## src/rtl/muldiv_pkg.sv

```systemverilog
// Shared encodings, FSM states and sizing for the EX-stage multiply/divide unit.
package muldiv_pkg;

    // Native operand width of the integer datapath; one iteration per bit.
    localparam int MD_XLEN  = 32;
    localparam int MD_ITERS = MD_XLEN;

    // Decoded mult/div operation as carried in ID/EX.
    localparam logic [1:0] MD_MULT  = 2'b00;
    localparam logic [1:0] MD_MULTU = 2'b01;
    localparam logic [1:0] MD_DIV   = 2'b10;
    localparam logic [1:0] MD_DIVU  = 2'b11;

    typedef enum logic [1:0] {
        IDLE = 2'd0,
        RUN  = 2'd1,
        FIX  = 2'd2
    } md_state_e;

    function automatic logic md_is_div(input logic [1:0] op);
        return op[1];
    endfunction

    function automatic logic md_is_signed(input logic [1:0] op);
        return (op == MD_MULT) || (op == MD_DIV);
    endfunction

endpackage

```

## src/rtl/muldiv_step.sv

```systemverilog
// One iteration of the shared datapath: shift-add multiply or restoring divide.
// {acc_hi, acc_lo} is the double-width accumulator; opb is multiplicand/divisor.
module muldiv_step #(
    parameter int WIDTH = 32
) (
    input  logic             is_div,
    input  logic [WIDTH-1:0] acc_hi,
    input  logic [WIDTH-1:0] acc_lo,
    input  logic [WIDTH-1:0] opb,
    output logic [WIDTH-1:0] acc_hi_nxt,
    output logic [WIDTH-1:0] acc_lo_nxt
);

    logic [WIDTH:0] mul_sum;
    logic [WIDTH:0] rem_sh;
    logic [WIDTH:0] trial;

    // Single combinational step; the extra top bit is the add carry or the trial sign.
    always_comb begin
        mul_sum    = {1'b0, acc_hi};
        rem_sh     = {acc_hi, acc_lo[WIDTH-1]};
        trial      = rem_sh - {1'b0, opb};
        acc_hi_nxt = acc_hi;
        acc_lo_nxt = acc_lo;
        if (acc_lo[0]) begin
            mul_sum = {1'b0, acc_hi} + {1'b0, opb};
        end
        if (is_div) begin
            // rem < divisor always holds, so WIDTH+1 bits cannot overflow the trial.
            if (!trial[WIDTH]) begin
                acc_hi_nxt = trial[WIDTH-1:0];
                acc_lo_nxt = {acc_lo[WIDTH-2:0], 1'b1};
            end else begin
                acc_hi_nxt = rem_sh[WIDTH-1:0];
                acc_lo_nxt = {acc_lo[WIDTH-2:0], 1'b0};
            end
        end else begin
            acc_hi_nxt = mul_sum[WIDTH:1];
            acc_lo_nxt = {mul_sum[0], acc_lo[WIDTH-1:1]};
        end
    end

endmodule

```

## src/rtl/ex_muldiv_unit.sv

```systemverilog
// EX-stage iterative MULT/MULTU/DIV/DIVU unit with HI/LO and pipeline stall.
// Operands are reduced to magnitudes on accept, iterated WIDTH times, then
// sign-corrected in FIX before HI/LO are committed.
module ex_muldiv_unit
    import muldiv_pkg::*;
#(
    parameter int WIDTH = MD_XLEN
) (
    input  logic             clk,
    input  logic             rst,
    input  logic             start,
    input  logic [1:0]       op,
    input  logic [WIDTH-1:0] a,
    input  logic [WIDTH-1:0] b,
    output logic             stall,
    output logic             busy,
    output logic             done,
    output logic [WIDTH-1:0] hi,
    output logic [WIDTH-1:0] lo
);

    localparam int CNT_W = $clog2(WIDTH) + 1;
    localparam logic [CNT_W-1:0] LAST_CNT = CNT_W'(WIDTH - 1);

    function automatic logic [WIDTH-1:0] neg_w(input logic [WIDTH-1:0] v);
        return ~v + WIDTH'(1);
    endfunction

    function automatic logic [2*WIDTH-1:0] neg_2w(input logic [2*WIDTH-1:0] v);
        return ~v + (2*WIDTH)'(1);
    endfunction

    md_state_e        state_q, state_d;
    logic [CNT_W-1:0] cnt_q, cnt_d;
    logic             busy_q, busy_d;
    logic             done_q, done_d;
    logic [WIDTH-1:0] hi_q, hi_d;
    logic [WIDTH-1:0] lo_q, lo_d;
    logic             is_div_q, is_div_d;
    logic             neg_res_q, neg_res_d;   // negate product, or quotient
    logic             neg_rem_q, neg_rem_d;   // negate remainder (dividend negative)
    logic [WIDTH-1:0] opb_q, opb_d;
    logic [WIDTH-1:0] acc_hi_q, acc_hi_d;
    logic [WIDTH-1:0] acc_lo_q, acc_lo_d;

    logic             a_neg, b_neg, b_zero;
    logic [WIDTH-1:0] a_mag, b_mag;
    logic [WIDTH-1:0] step_hi, step_lo;
    logic [2*WIDTH-1:0] prod_fix;
    logic [WIDTH-1:0] quot_fix, rem_fix;

    assign a_neg  = md_is_signed(op) & a[WIDTH-1];
    assign b_neg  = md_is_signed(op) & b[WIDTH-1];
    assign b_zero = (b == '0);
    assign a_mag  = a_neg ? neg_w(a) : a;
    assign b_mag  = b_neg ? neg_w(b) : b;

    assign prod_fix = neg_res_q ? neg_2w({acc_hi_q, acc_lo_q}) : {acc_hi_q, acc_lo_q};
    assign quot_fix = neg_res_q ? neg_w(acc_lo_q) : acc_lo_q;
    assign rem_fix  = neg_rem_q ? neg_w(acc_hi_q) : acc_hi_q;

    muldiv_step #(.WIDTH(WIDTH)) u_step (
        .is_div     (is_div_q),
        .acc_hi     (acc_hi_q),
        .acc_lo     (acc_lo_q),
        .opb        (opb_q),
        .acc_hi_nxt (step_hi),
        .acc_lo_nxt (step_lo)
    );

    // Next-state logic: accept in IDLE, iterate in RUN, sign-fix and commit in FIX.
    always_comb begin
        state_d   = state_q;
        cnt_d     = cnt_q;
        busy_d    = busy_q;
        done_d    = 1'b0;
        hi_d      = hi_q;
        lo_d      = lo_q;
        is_div_d  = is_div_q;
        neg_res_d = neg_res_q;
        neg_rem_d = neg_rem_q;
        opb_d     = opb_q;
        acc_hi_d  = acc_hi_q;
        acc_lo_d  = acc_lo_q;
        case (state_q)
            IDLE: begin
                // While done is high ID/EX still holds the finishing instruction.
                if (start && !done_q) begin
                    state_d   = RUN;
                    busy_d    = 1'b1;
                    cnt_d     = '0;
                    is_div_d  = md_is_div(op);
                    // Divide by zero keeps the all-ones quotient unnegated.
                    neg_res_d = (a_neg ^ b_neg) & ~(md_is_div(op) & b_zero);
                    neg_rem_d = a_neg;
                    opb_d     = b_mag;
                    acc_hi_d  = '0;
                    acc_lo_d  = a_mag;
                end
            end
            RUN: begin
                acc_hi_d = step_hi;
                acc_lo_d = step_lo;
                cnt_d    = cnt_q + CNT_W'(1);
                if (cnt_q == LAST_CNT) begin
                    state_d = FIX;
                end
            end
            FIX: begin
                if (is_div_q) begin
                    hi_d = rem_fix;
                    lo_d = quot_fix;
                end else begin
                    hi_d = prod_fix[2*WIDTH-1:WIDTH];
                    lo_d = prod_fix[WIDTH-1:0];
                end
                done_d  = 1'b1;
                busy_d  = 1'b0;
                state_d = IDLE;
            end
            default: begin
                state_d = IDLE;
                busy_d  = 1'b0;
            end
        endcase
    end

    // State, datapath and HI/LO registers; reset clears everything including HI/LO.
    always_ff @(posedge clk) begin
        if (rst) begin
            state_q   <= IDLE;
            cnt_q     <= '0;
            busy_q    <= 1'b0;
            done_q    <= 1'b0;
            hi_q      <= '0;
            lo_q      <= '0;
            is_div_q  <= 1'b0;
            neg_res_q <= 1'b0;
            neg_rem_q <= 1'b0;
            opb_q     <= '0;
            acc_hi_q  <= '0;
            acc_lo_q  <= '0;
        end else begin
            state_q   <= state_d;
            cnt_q     <= cnt_d;
            busy_q    <= busy_d;
            done_q    <= done_d;
            hi_q      <= hi_d;
            lo_q      <= lo_d;
            is_div_q  <= is_div_d;
            neg_res_q <= neg_res_d;
            neg_rem_q <= neg_rem_d;
            opb_q     <= opb_d;
            acc_hi_q  <= acc_hi_d;
            acc_lo_q  <= acc_lo_d;
        end
    end

    // Stall covers the accept cycle as well as the whole run, released in the done cycle.
    assign stall = (state_q != IDLE) | (start & ~done_q);
    assign busy  = busy_q;
    assign done  = done_q;
    assign hi    = hi_q;
    assign lo    = lo_q;

endmodule
```

## config.mk

```make
export PLATFORM = sky130hd
export DESIGN_NAME = ex_muldiv_unit
export DESIGN_NICKNAME = d
export VERILOG_FILES = /design/src/rtl/muldiv_pkg.sv /design/src/rtl/muldiv_step.sv /design/src/rtl/ex_muldiv_unit.sv
export SDC_FILE = /design/constraint.sdc
export NUM_CORES = 1
export LEC_CHECK = 0
export CAP_MARGIN = 20
export CORE_MARGIN = 4
export CORE_UTILIZATION = 60
export CTS_BUF_LIST = sky130_fd_sc_hd__clkbuf_16
export DETAILED_ROUTE_END_ITERATION = 8
export DONT_BUFFER_PORTS = 1
export PLACE_DENSITY = 0.81
export SYNTH_ARGS = -nofsm -noshare
export SYNTH_HDL_FRONTEND = slang
export SYNTH_SLANG_ARGS = --single-unit
```

## constraint.sdc

```tcl
create_clock -name clk -period 3.98 [get_ports clk]
set_input_delay 0.199 -clock clk [delete_from_list [all_inputs] [get_ports clk]]
set_output_delay 0.199 -clock clk [all_outputs]
set_load 0.005 [all_outputs]
```

==> run metrics <==
Required @ worst endpoint=~4.3 ns; final core occ=0.6687; ANT nets after route=0; CP arrival=between 3 and 4 ns; setup_tns=0 ns; Reg power frac=0.376; post-route cell area=between 0.01 and 0.015 sq mm; Post-synth EDFFs=0; Worst Hold Class=in2reg; Synth Net Count=~1900; register area share after synthesis=0.2530; fmax=around 270 MHz; vias in the first global route=12600; Post-synth ARST share=0; largest net degree at the start of global routing=142; Distinct cells, synth=68; syn_area_per_cell=7.587 sq um; dominant cell type by area after synthesis=dfxtp_1; Tightest Pin Transition=0.9910 ns; Slowest-stage cell, CP=dfxtp_1; # IOs=about 140; CTS tree=built; Finish-stage setup viols=0; Core Box Area=~0.022 sq mm; H-tree depth=4; final worst path period need=3.654 ns; pre-CTS setup slack=0.3900 ns; Die Area=0.02529 sq mm; Die Ht=roughly 160 um; clock latency at the later pin of the worst-skew pair=approximately 0.45 ns; initial core utilization=0.6176; part of the cycle the worst path needs=0.9181; CP max stage delay=0.44 ns; final setup margin=roughly 0.33 ns; GR Util All Layers=0.3209; #FFs+latches synth=between 150 and 200; Startpoint Class=flop; Synth area leaders=dfxtp_1 (25%), a211oi_1 (8.4%), ha_1 (6.3%); CP Cell Sequence=inv_1 > ha_1 > fa_1 > nand2b_1 > a21o_1 > a211oi_1 > o21ai_1 > a31oi_1 > nor2_1 > xnor2_2 > buf_4 > mux2_2 > o21ai_0 > o21ai_0; multi-input logic area=between 0.009 and 0.01 sq mm; ANT cells=0; IO buf count=0; Pre-Repair DR Iteration Count=7; drt wl/cell=between 20 and 25 um; Worst Path Max Fanout=14; CP Capture Type=flop; post-synth top area share=0.2530; combinational power share=0.280; number of vias per cell=~6.7; number of cell rows=between 50 and 60; Die Wd=between 150 and 200 um; Area Growth Syn to Fin=8.273%; first-pass GRT wire length=between 60000 and 70000 um; crit path launch=acc_lo_q[31]; P_leak=between 5 and 6 nW; hold_sp=b[3]; Cell Pwr Density=348.2 mW/mm^2; Post-DP HPWL=31440 um; max-cap viol count=0; DR DRC count=0; grt ovf=0; setup bufs post-CTS=0; sw frac=0.3700; Longest Clk Path Bufs=2; clock sink count=around 170; Slew HR=0.3369; Switching Power=0.001909 W; clock share of power=0.344; Post-Syn Area=around 0.014 sq mm; initial antenna violation count=1; status=finished, final reports clean; layout cells sized above 1=0.06204; Placed Area=around 0.014 sq mm; final slew viol count=0; kind of cell adding the most delay to the critical path=compound AO/OA/AOI/OAI gates; CP Buf/Inv Count=2; Net count, final=1900; number of fill cells=approximately 1900; Syn Inst Count=~1800; VDD IR max=about 0.00026 V; CTS root buf=clkbuf_16; Critical R2R Launch=acc_lo_q[31]; CTS buffer count=17; DRT iter0 DRCs=roughly 1400; Setup Crit Path Kind=reg2reg; Ys Warns=0; most used cell, CP=o21ai_0; storage element area=approximately 0.0035 sq mm; design internal power=about 0.0033 W; Most used DFF post-synth=dfxtp_1; Worst Skew=between 0.015 and 0.02 ns; routed vias=~14000; Fin. Hold Viols=0; RSZ-0062 raised after global routing=false; Worst-path clk slew=0.08 ns; routed wire length=~43000 um; RD Place Congestion=roughly 1; minimum hold slack=between 0.001 and 0.0015 ns
==> cells by family after synthesis <==
family | count (synthesis) | share of synthesized area
compound gates | 585 | 0.2839
simple gates | 546 | 0.1872
buf+inv | 198 | 0.05521
flops | 173 | 0.2530
xor+xnor | 162 | 0.1037
fa+ha+maj | 71 | 0.06600
mux | 69 | 0.05092
==> synth_stat cells, drive strengths merged (8+ instances only) <==
library cell	count
and3	16
o21ai	95
a21oi	153
or4	12
a21o	33
nand3	35
a31oi	10
a211oi	154
a22o	15
nor2b	14
o21bai	10
o211ai	12
inv	65
nand2	143
nor3	26
nor4	16
mux2i	64
dfxtp	173
ha	69
or3	28
buf	19
o41ai	18
nor2	188
clkbuf	114
a311oi	14
nand2b	23
and2	9
xor2	89
or2	8
xnor2	73
nand4	16
o31ai	26
==> stage by stage <==
step | instances | power [W]
floorplan | 1804 | 0.002999
global placement | 1994 | 0.003302
detailed placement | 1994 | 0.003323
CTS | 2053 | 0.005115
global route | 2053 | 0.005380
finish | 2053 | 0.005161
==> power by group through the flow <==
stage	registers [W]	logic (W)	clock network (W)
CTS	0.00193	0.00141	0.00177
global route	0.00195	0.00158	0.00185
detailed placement	0.00197	0.00135	0
floorplan	0.00191	0.00109	0
global placement	0.00197	0.00133	0
finish	0.00194	0.00144	0.00178
==> final cells by class <==
| type | instances | area share |
|---|---|---|
| Clock buffer | 17 | 0.02871 |
| Clock inverter | 15 | 0.01342 |
| Inverter | 65 | 0.01646 |
| Multi-Input combinational cell | 1433 | 0.6418 |
| Sequential cell | 173 | 0.2340 |
| Tap cell | 280 | 0.02364 |
| Timing Repair Buffer | 70 | 0.04205 |
==> worst register-to-register path, cell delays in order, from the launching register on <==
cell	delay, ns
dfxtp_1	0.44
inv_1	0.12
ha_1	0.23
fa_1	0.39
nand2b_1	0.17
a21o_1	0.19
a211oi_1	0.32
o21ai_1	0.19
a31oi_1	0.22
nor2_1	0.13
xnor2_2	0.23
buf_4	0.27
mux2_2	0.36
o21ai_0	0.18
o21ai_0	0.10
==> registers in the layout (all words and copies together), names as in the netlist <==
register   cells
acc_hi_q      32
acc_lo_q      32
hi            32
lo            32
opb_q         32
cnt_q          6
state_q        2
busy           1
done           1
is_div_q       1
neg_rem_q      1
neg_res_q      1
==> cells in the final DEF (no fill, tap or decap), types with 5 or more instances in the layout <==
cell type,instances
nand2_1,143
o21ai_0,92
o41ai_1,15
nand3_1,35
nand4_1,16
or4_1,11
o21bai_1,10
a311oi_1,14
or2_2,8
a21oi_1,153
and2_1,8
nor3_1,23
inv_1,65
nor2b_1,12
dlygate4sd3_1,26
xnor2_1,72
clkinv_8,5
a211oi_1,154
mux2_2,5
o211ai_1,12
and3_1,16
clkbuf_16,17
dfxtp_1,172
nor2_1,188
a31oi_1,10
a21o_1,33
o22ai_1,7
xor2_1,88
nand2b_1,22
buf_4,42
nand3b_1,5
nor4_1,16
mux2i_1,64
a22o_1,15
o31ai_1,26
or3_1,27
ha_1,69
==> per-layer routing <==
| layer | global-route usage | vias to the layer above | part of all wire | wire length, um |
|---|---|---|---|---|
| met1 | 0.4625 | 6348 | 0.44 | 18780 |
| met3 | 0.08103 | 93 | 0.11 | 4826 |
| met5 | 0 | - | 0 | 0 |
| li1 | - | 6501 | - | - |
| met2 | 0.4804 | 782 | 0.42 | 18060 |
| met4 | 0.08087 | 0 | 0.021 | 891 |
==> worst paths after layout <==
| path | to | slack, ns | cells after the start |
|---|---|---|---|
| worst max-delay path | acc_hi_q[24] | 0.33 | 14 |
| worst min-delay path | opb_q[3] | 0.001 | 2 |
| worst max register to register | acc_hi_q[24] | 0.33 | 14 |
| worst min register to register | hi[31] | 0.47 | 2 |
==> what timing repair did <==
action                                  4_1_cts  5_1_grt
gates resized for setup                       0        2
endpoints found under the hold margin       141        0
hold buffers                                 27        0
endpoints found under the setup margin        0        2
(Power assumes the default switching activity.)
